[src/rtl/countdown_timer_if.sv]
// rtl/countdown_timer_if.sv - control/status bundle between the timer-control FSM and countdown_timer
interface countdown_timer_if #(
    parameter int CNT_W   = 16,
    parameter int PRESC_W = 8
);
    logic               start;
    logic               abort;
    logic               pause;
    logic               auto_reload;
    logic [CNT_W-1:0]   load_val;
    logic [PRESC_W-1:0] presc_val;
    logic               tim_zero;
    logic               running;
    logic               paused;
    logic [CNT_W-1:0]   count;

    modport master (
        output start, abort, pause, auto_reload, load_val, presc_val,
        input  tim_zero, running, paused, count
    );

    modport slave (
        input  start, abort, pause, auto_reload, load_val, presc_val,
        output tim_zero, running, paused, count
    );
endinterface

[src/rtl/countdown_timer.sv]
// rtl/countdown_timer.sv - prescaled programmable down-counter with pause, abort, restart and auto-reload
module countdown_timer #(
    parameter int CNT_W   = 16,
    parameter int PRESC_W = 8
) (
    input  logic              clk,
    input  logic              reset,
    countdown_timer_if.slave  tif
);
    typedef enum logic [1:0] {
        IDLE = 2'd0,
        RUN  = 2'd1,
        HOLD = 2'd2
    } state_t;

    state_t             state_q, state_d;
    logic [CNT_W-1:0]   count_q, count_d;
    logic [CNT_W-1:0]   load_q, load_d;
    logic [PRESC_W-1:0] presc_q, presc_d;
    logic [PRESC_W-1:0] presc_cnt_q, presc_cnt_d;
    logic               ar_q, ar_d;
    logic               tim_zero_q, tim_zero_d;

    always_ff @(posedge clk or posedge reset) begin
        if (reset) begin
            state_q     <= IDLE;
            count_q     <= '0;
            load_q      <= '0;
            presc_q     <= '0;
            presc_cnt_q <= '0;
            ar_q        <= 1'b0;
            tim_zero_q  <= 1'b0;
        end else begin
            state_q     <= state_d;
            count_q     <= count_d;
            load_q      <= load_d;
            presc_q     <= presc_d;
            presc_cnt_q <= presc_cnt_d;
            ar_q        <= ar_d;
            tim_zero_q  <= tim_zero_d;
        end
    end

    always_comb begin
        state_d     = state_q;
        count_d     = count_q;
        load_d      = load_q;
        presc_d     = presc_q;
        presc_cnt_d = presc_cnt_q;
        ar_d        = ar_q;
        tim_zero_d  = 1'b0;

        if (tif.abort) begin
            state_d     = IDLE;
            count_d     = '0;
            presc_cnt_d = '0;
        end else if (tif.start) begin
            load_d      = tif.load_val;
            presc_d     = tif.presc_val;
            presc_cnt_d = tif.presc_val;
            ar_d        = tif.auto_reload;
            count_d     = tif.load_val;
            if (tif.load_val != '0) begin
                state_d = RUN;
            end else begin
                // A zero load expires at once and never re-arms, even in periodic mode.
                state_d    = IDLE;
                tim_zero_d = 1'b1;
            end
        end else begin
            case (state_q)
                RUN: begin
                    if (presc_cnt_q == '0 && count_q <= CNT_W'(1)) begin
                        // Expiry outranks a simultaneous pause request.
                        presc_cnt_d = presc_q;
                        tim_zero_d  = 1'b1;
                        if (ar_q) begin
                            count_d = load_q;
                        end else begin
                            count_d = '0;
                            state_d = IDLE;
                        end
                    end else if (tif.pause) begin
                        state_d = HOLD;
                    end else if (presc_cnt_q != '0) begin
                        presc_cnt_d = presc_cnt_q - PRESC_W'(1);
                    end else begin
                        presc_cnt_d = presc_q;
                        count_d     = count_q - CNT_W'(1);
                    end
                end
                HOLD: begin
                    if (!tif.pause) begin
                        state_d = RUN;
                    end
                end
                default: begin
                    state_d = IDLE;
                end
            endcase
        end
    end

    assign tif.tim_zero = tim_zero_q;
    assign tif.running  = (state_q == RUN);
    assign tif.paused   = (state_q == HOLD);
    assign tif.count    = count_q;
endmodule

[src/flat_wrapper.sv]
// flat-port wrapper written by rule: the top's interface ports become plain ports
module countdown_timer_flat 
#(
    parameter int CNT_W   = 16,
    parameter int PRESC_W = 8
)
  (clk, reset, tif_start, tif_abort, tif_pause, tif_auto_reload, tif_load_val, tif_presc_val, tif_tim_zero, tif_running, tif_paused, tif_count);
  countdown_timer_if #(.CNT_W(CNT_W), .PRESC_W(PRESC_W)) tif_i ();
  input  logic clk;
  input  logic reset;
  input wire logic [$bits(tif_i.start)-1:0] tif_start;
  input wire logic [$bits(tif_i.abort)-1:0] tif_abort;
  input wire logic [$bits(tif_i.pause)-1:0] tif_pause;
  input wire logic [$bits(tif_i.auto_reload)-1:0] tif_auto_reload;
  input wire logic [$bits(tif_i.load_val)-1:0] tif_load_val;
  input wire logic [$bits(tif_i.presc_val)-1:0] tif_presc_val;
  output wire logic [$bits(tif_i.tim_zero)-1:0] tif_tim_zero;
  output wire logic [$bits(tif_i.running)-1:0] tif_running;
  output wire logic [$bits(tif_i.paused)-1:0] tif_paused;
  output wire logic [$bits(tif_i.count)-1:0] tif_count;
  assign tif_i.start = tif_start;
  assign tif_i.abort = tif_abort;
  assign tif_i.pause = tif_pause;
  assign tif_i.auto_reload = tif_auto_reload;
  assign tif_i.load_val = tif_load_val;
  assign tif_i.presc_val = tif_presc_val;
  assign tif_tim_zero = tif_i.tim_zero;
  assign tif_running = tif_i.running;
  assign tif_paused = tif_i.paused;
  assign tif_count = tif_i.count;
  countdown_timer #(.CNT_W(CNT_W), .PRESC_W(PRESC_W)) u_core (.clk(clk), .reset(reset), .tif(tif_i));
endmodule
[config.mk]
export PLATFORM = sky130hd
export DESIGN_NAME = countdown_timer_flat
export DESIGN_NICKNAME = d
export VERILOG_FILES = /design/src/rtl/countdown_timer_if.sv /design/src/rtl/countdown_timer.sv /design/src/flat_wrapper.sv
export SDC_FILE = /design/constraint.sdc
export NUM_CORES = 1
export LEC_CHECK = 0
export CORE_MARGIN = 1
export CORE_UTILIZATION = 44
export DETAILED_ROUTE_END_ITERATION = 8
export GPL_TIMING_DRIVEN = 0
export PLACE_DENSITY = 0.73
export RECOVER_POWER = 100
export SLEW_MARGIN = 40
export SYNTH_ARGS = -nofsm -noshare
export SYNTH_HDL_FRONTEND = slang
export SYNTH_SLANG_ARGS = --single-unit
[constraint.sdc]
create_clock -name clk -period 6.4 [get_ports clk]
set_clock_uncertainty 0.05 [all_clocks]
set_input_delay 1.6 -clock clk [delete_from_list [all_inputs] [get_ports clk]]
set_output_delay 1.6 -clock clk [all_outputs]
set_load 0.01 [all_outputs]
== Word-level counts from Yosys, hierarchy flattened ==
Index checks and enable logic that the tools add are counted.

* Bits in registers: 52
* Output and inout bits: 19
* Word-level logic and storage cells: 53

* Multiplexer cells: 26
* $add $sub $neg: 2
* Bitwise operators: 1
* Eq/ne operators: 7
* Magnitude comparators: 1
* Reductions and logical operators: 9

{| class="wikitable"
|+ Operator list
! operator !! number
|-
| $mux W16 || 7
|-
| $mux W8 || 6
|-
| $le A16 B1 Y1 const B || 1
|-
| $reduce_bool A16 Y1 || 1
|-
| $sub A16 B1 Y16 const B || 1
|-
| $mux W2 || 6
|-
| $logic_not A8 Y1 || 1
|-
| $ne A4 B3 Y1 const B || 2
|-
| $reduce_bool A8 Y1 || 1
|-
| $sub A8 B1 Y8 const B || 1
|-
| $mux W1 || 6
|-
| $reduce_and A3 Y1 || 2
|-
| $ne A5 B4 Y1 const B || 1
|-
| $ne A5 B5 Y1 const B || 1
|-
| $ne A4 B4 Y1 const B || 1
|-
| $pmux W2 S2 || 1
|-
| $reduce_and A2 Y1 || 2
|-
| $reduce_bool A3 Y1 || 1
|-
| $eq A2 B1 Y1 const B || 1
|-
| $eq A2 B2 Y1 const B || 1
|-
| $logic_and A1 B1 Y1 || 1
|-
| $not A1 Y1 || 1
|}

== Logic depth before layout (Yosys ltp) ==
Gate-level depths: netlist of the first run.

* Depth after elaboration: 7
* Gate-level depth with buffers: 9

== Least setup slack after synthesis of the first run ==
No wires, ideal clock.

* Path type: input-to-reg
* Start point: in tif_abort
* End point: reg u_core.presc_cnt_q[7]
* Required time: 6.225 ns
* Slack: 3.466 ns
* Path buffers: 2
* Cell stages on the path: 5
* Data arrival time: 2.759 ns
* Path through: clkbuf_1 > or2_2 > buf_1 > a21oi_1 > mux2_2

* Word-level cells in the longest chain between the ends: 2
* Elaborated cells on any way between the ends: 4

{| class="wikitable"
|+ Ends and longest elaborated chain
! element !! RTL line !! text
|-
| start: declaration || flat_wrapper.sv:12 || <nowiki>input wire logic [$bits(tif_i.abort)-1:0] tif_abort;</nowiki>
|-
| $ne A4 B3 Y1 (no line) / $reduce_bool A3 Y1 (equally long branches) || - ||
|-
| $reduce_and A2 Y1 (no line) || - ||
|-
| end signal: assignment || countdown_timer.sv:38 || <nowiki>presc_cnt_q <= presc_cnt_d;</nowiki>
|-
| end: declaration || countdown_timer.sv:20 || <nowiki>logic [PRESC_W-1:0] presc_cnt_q, presc_cnt_d;</nowiki>
|}

Several ways; a longest one is shown, not always the timed one.
A chain may end at the register's enable or synchronous reset.

==> impl_metrics.tcl, run 1 <==
set metrics [dict create \
    status "finished, violations left" \
    failed_checks "max-capacitance violations, max-slew violations" \
    coreArea_mm2 0.00683 \
    pin_count 49 \
    cts_resized 0 \
    dp_slack_ps 2820 \
    syn_inst 374 \
    wl_um 8760 \
    crit_type "in2async" \
    drv_cap 1 \
    slowest_delay_ps 1220 \
    synth_seq_area_share 0.417 \
    area_growth_pct 20.2 \
    yosys.area.top_type "dfrtp_1" \
    ctsHtreeMaxLevel 2 \
    drtAntennaViolNets 0 \
    fp.dieArea_mm2 0.00744 \
    crit_path_start_kind "input pin" \
    antenna_found_initial 0 \
    ys_ff_latch 52 \
    antenna_cells 0 \
    cts_tree "built" \
    grt_pass1_vias 2817 \
    required_ps 6480 \
    fin_crit_sh 0.616 \
    synth_area_mm2 0.00312 \
    period_minus_slack_ps 3940 \
    dp_cells 517 \
    cts_hold_buf 0 \
    slew_viol_final 30 \
    final_nets 465 \
    start_util 0.457 \
    synth_top_family_by_area "simple AND/OR/NAND/NOR gates" \
    worstRegToRegCells 9 \
    grt_pass1_wl_um 14400 \
    cts_setup_buffers 0 \
    grt_max_degree 30 \
    wl_per_cell_um 16.7 \
    hold_path.class "reg2reg" \
    synth_warnings 0 \
    instances_no_fill 524 \
    yosys.area_share.adder 0.0280 \
    hold_viol_final 0 \
    syn_area_per_cell_um2 8.35 \
    via_count 3050 \
    yosys.area_share.xor_xnor 0.0308 \
    clockBufferDepth 2 \
    synth_cell_types 51 \
    clockRootBuffer "clkbuf_8" \
    power.leakage_nw 1.61 \
    rows 30 \
    drt_iter0_markers 277 \
    slew_headroom -0.0643 \
    die_h_um 86.2 \
    p_per_area_mw_per_mm2 213 \
    worstHoldPathCells 2 \
    fin_setup_tns_ps 0 \
    dr.pass1.iters 5 \
    synth_mux_area_frac 0.0204 \
    drive_gt1_frac 0.0467 \
    async_reset_ff_frac 1.00 \
    rsz0062_at_grt "false" \
    cp.arrival_ps 4030 \
    port_buffers 46 \
    yosys.area_share.simple 0.253 \
    grt_util_all_layers 0.249 \
    overflow 0 \
    fp.dieW_um 86.2 \
    synth_area_leaders "dfrtp_1 (42%), nand2_1 (9.7%), o21ai_0 (5.0%)" \
    numCtsBuffers 5 \
    postLayoutSetupSlackWorst_ps 2460 \
    cts.reportedPaths.clkPinSlew_ps 100 \
    crit_path_max_fanout 29 \
    place.gp.congestion 0.925 \
    yosys.area.top_type_share 0.417 \
    worstPathCellList "dlygate4sd3_1, clkinvlp_2, clkbuf_1" \
    vdd_drop_max_mv 0.101 \
    max_freq_ghz 0.254 \
    synth-edff-count 0 \
    dp_hpwl_um 6420 \
    synth_compound_area_frac 0.200 \
    clkSinkCount 52 \
    slowest_stage "clkbuf_1" \
    syn_nets 411 \
    remaining_drc_errors 0 \
    vias_per_cell 5.82 \
    clk_latency_ps 310 \
    final-setup-viol-count 0 \
    synth_top_flop_cell "dfrtp_1" \
    worst_pin_slew_ps 1600 \
    crit_path_end_kind "async pin" \
]
layer usage:
layer	global-route usage	share of wire	vias up
li1	-	-	1444
met1	0.365	0.46	1467
met2	0.393	0.46	128
met3	0.0381	0.064	11
met4	0.0500	0.0097	0
met5	0	0	-
where the power goes:
part / internal [mW] / switching [mW] / total (mW)
registers: 0.362 / 0.0337 / 0.396
logic: 0.0943 / 0.122 / 0.216
clock network: 0.0749 / 0.112 / 0.187
total: 0.531 / 0.268 / 0.799
placed cells by master, fill, tap and decap left out, types with 3 or more instances in the layout:
cell type / instances
dlygate4sd3_1: 22
a21oi_1: 19
clkbuf_8: 5
nor2_1: 19
nor4_1: 9
mux2i_1: 3
nor3_1: 13
xnor2_1: 8
a221oi_1: 4
ha_1: 7
nand3_1: 7
dfrtp_1: 52
nand2_1: 82
o211ai_1: 4
o21ai_0: 32
xor2_1: 3
clkdlybuf4s50_1: 24
or4_1: 3
inv_1: 15
nand2b_1: 3
and3_1: 3
o31ai_1: 8
nor3b_1: 3
a32oi_1: 3
mux2_2: 3
or3_1: 5
a211oi_1: 5
buf_2: 3
clkbuf_1: 20
a31oi_1: 11
worst max-delay path, delay by kind of cell:
kind     cells  cell delay (ps)
buf+inv      3             2420
sequential cells by signal (all words and copies together) (netlist names):
signal / count
u_core.tif.count: 16
u_core.load_q: 16
u_core.tif.tim_zero: 1
u_core.state_q: 2
u_core.presc_cnt_q: 8
u_core.presc_q: 8
u_core.ar_q: 1
cell type report:
type	instances	area (um2)
Fill cell	669	3080
Multi-Input combinational cell	283	1630
Sequential cell	52	1300
Timing Repair Buffer	47	464
Tap cell	96	120
Buffer	23	97.6
Clock buffer	6	72.6
Inverter	16	61.3
Clock inverter	1	5.00
synth_stat cells (3+ instances only):
| cell | n |
|---|---|
| nor3b_1 | 3 |
| a211oi_1 | 5 |
| or3_1 | 5 |
| or4_1 | 3 |
| clkbuf_1 | 15 |
| nor2_1 | 19 |
| a31oi_1 | 11 |
| nand2b_1 | 3 |
| o21ai_0 | 31 |
| nor3_1 | 13 |
| inv_1 | 16 |
| o31ai_1 | 7 |
| nand2_1 | 81 |
| ha_1 | 7 |
| nor4_1 | 8 |
| and3_1 | 3 |
| nand3_1 | 7 |
| a221oi_1 | 4 |
| xnor2_1 | 8 |
| a21oi_1 | 19 |
| mux2i_1 | 3 |
| buf_2 | 6 |
| xor2_1 | 3 |
| o211ai_1 | 4 |
| mux2_2 | 3 |
| dfrtp_1 | 52 |
| a32oi_1 | 3 |
through the flow:
stage	power, mW	hold WS (ps)	utilization	area, um2
final	0.799	435	0.549	3750
after floorplan	0.544	390	-	3120
after CTS	0.809	437	0.557	3800
after global routing	0.841	464	0.549	3750
after global placement	0.617	408	0.542	3700
after detailed placement	0.624	413	0.545	3730
cell families after synthesis:
kind of cell	after synthesis
multiplexers	6
flip-flops	52
adder cells (fa/ha/maj)	7
AO/OA/AOI/OAI	98
XOR/XNOR	11
buffers and inverters	39
AND/OR/NAND/NOR	161
path summary, 6_finish.rpt:
path	from	end	slack [ps]
max in group clk	u_core.presc_cnt_q[0]	u_core.tif.count[10]	2920
min in group asynchronous	reset	u_core.tif.count[1]	1890
min	u_core.presc_q[2]	u_core.presc_q[2]	430
max	reset	u_core.presc_cnt_q[6]	2460
max reg2reg	u_core.presc_cnt_q[0]	u_core.tif.count[10]	2920
min reg2reg	u_core.presc_q[2]	u_core.presc_q[2]	430
Note: power is estimated with default switching activity, not from simulation.
==> inputs of run 2 (changes only) <==
--- a/config.mk
+++ b/config.mk
@@ -9,7 +9,7 @@
 export CORE_UTILIZATION = 44
 export DETAILED_ROUTE_END_ITERATION = 8
 export GPL_TIMING_DRIVEN = 0
-export PLACE_DENSITY = 0.73
+export PLACE_DENSITY = 0.76
 export RECOVER_POWER = 100
 export SLEW_MARGIN = 40
 export SYNTH_ARGS = -nofsm -noshare
==> constraint.sdc (replaced) <==
create_clock -name clk -period 3.2 [get_ports clk]
set_clock_uncertainty 0.05 [all_clocks]
set_input_delay 0.8 -clock clk [delete_from_list [all_inputs] [get_ports clk]]
set_output_delay 0.8 -clock clk [all_outputs]
set_load 0.01 [all_outputs]
==> impl_metrics.tcl, run 2 (synthesis results as in run 1) <==
set metrics [dict create \
    remaining_drc_errors 0 \
    mostFrequentLayoutCell "nand2_1" \
    hold-worst-slack_ps 437 \
    p_int_mw 1.19 \
    ctsHtreeMaxLevel 2 \
    start_util 0.457 \
    fin_setup_tns_ps 0 \
    p_per_area_mw_per_mm2 453 \
    area_growth_pct 22.6 \
    worst_pin_slew_ps 1070 \
    final_cell_mix "nand2_1 (81), dfrtp_1 (52), o21ai_0 (32)" \
    crit_path_end_kind "flop" \
    rows 30 \
    numCtsBuffers 5 \
    crit_path_start_kind "flop" \
    wl_per_cell_um 16.8 \
    cp.arrival_ps 3030 \
    drive_gt1_frac 0.0653 \
    hold_path.class "reg2reg" \
    status "finished clean" \
    postLayoutCellArea_mm2 0.00383 \
    antenna_found_initial 0 \
    required_ps 3370 \
    p_seq_frac 0.456 \
    overflow 0 \
    power_mw 1.74 \
    grt_pass1_wl_um 14700 \
    pin_count 49 \
    p_sw_frac 0.313 \
    max_freq_ghz 0.349 \
    drv_cap 0 \
    rsz0062_at_grt "false" \
    grt_max_degree 43 \
    cts_tree "built" \
    postLayoutSetupSlackWorst_ps 333 \
    cts_setup_buffers 0 \
    die_h_um 86.2 \
    via_count 3036 \
    dp_slack_ps 381 \
    period_minus_slack_ps 2870 \
    place.gp.congestion 0.915 \
    slew_viol_final 0 \
    dp_cells 517 \
    power.leakage_nw 1.65 \
    hold_viol_final 0 \
    instances_no_fill 525 \
    crit_type "reg2reg" \
    dp_hpwl_um 6350 \
    multiInputGateArea_mm2 0.00166 \
    cts_hold_buf 0 \
    seq_area_mm2 0.00130 \
    fp.dieW_um 86.2 \
    combPwrFrac 0.254 \
    dr.pass1.iters 5 \
    crit_path_max_fanout 10 \
    final-setup-viol-count 0 \
    fillers 643 \
    drtAntennaViolNets 0 \
    grt_pass1_vias 2990 \
    drt_iter0_markers 285 \
    port_buffers 46 \
    clk_latency_ps 310 \
    fin_crit_sh 0.896 \
    vdd_drop_max_mv 0.189 \
    cts_resized 0 \
    clockPowerShare 0.290 \
    fin_util 0.561 \
    cts.reportedPaths.clkPinSlew_ps 100 \
    dpl_cell_area_mm2 0.00373 \
    grt_util_all_layers 0.254 \
    final_nets 465 \
    clkSinkCount 52 \
    fp.dieArea_mm2 0.00744 \
    p_sw_uw 544 \
    wl_um 8800 \
    antenna_cells 0 \
    vias_per_cell 5.78 \
    coreArea_mm2 0.00683 \
    slew_headroom 0.288 \
    clockRootBuffer "clkbuf_8" \
    clockBufferDepth 2 \
]
## run 2: changes by cell type in the layout (fill, tap and decap cells not counted), sizes merged
| cell | before | now |
|---|---|---|
| buf | 5 | 7 |
| bufinv | 0 | 1 |
| clkbuf | 25 | 24 |
| clkdlybuf4s50 | 24 | 26 |
| clkinv | 1 | 0 |
| dlygate4sd3 | 22 | 20 |
## run 2: final timing paths
path	end	slack, ps	cells after the start	from
max	u_core.presc_cnt_q[1]	330	8	u_core.presc_cnt_q[0]
min	u_core.presc_q[3]	440	2	u_core.presc_q[3]
max reg2reg	u_core.presc_cnt_q[1]	330	8	u_core.presc_cnt_q[0]
min reg2reg	u_core.presc_q[3]	440	2	u_core.presc_q[3]
max in group asynchronous	u_core.load_q[13]	850	3	reset
min in group asynchronous	u_core.presc_q[6]	890	2	reset
## run 2: routing by layer
metal,track usage,vias up,wire length (um)
met2,0.383,148,3960
met5,0,-,0
met3,0.0448,22,584
met4,0.103,0,211
met1,0.363,1433,4050
li1,-,1433,-
## run 2: cell type report
cell class / instances / area share
multi-input combinational: 283 / 0.432
clock inverter: 1 / 0.00784
buffer: 23 / 0.0261
sequential: 52 / 0.340
inverter: 16 / 0.0160
tap: 96 / 0.0314
timing repair buffer: 47 / 0.122
clock buffer: 7 / 0.0252
## run 2: power by group through the flow
stage | logic, mW | registers, mW | clock network, mW
global placement | 0.432 | 0.799 | 0
CTS | 0.449 | 0.790 | 0.506
finish | 0.441 | 0.791 | 0.503
detailed placement | 0.445 | 0.802 | 0
global route | 0.493 | 0.799 | 0.534
floorplan | 0.296 | 0.792 | 0
## run 2: worst max-delay path: stages (launching register included)
cell and delay, ps:
dfrtp_1 460, inv_1 150, ha_1 230, nor3b_1 390, nand2_2 240, o31ai_1 470
a21oi_1 230, clkbuf_1 270, o31ai_1 280
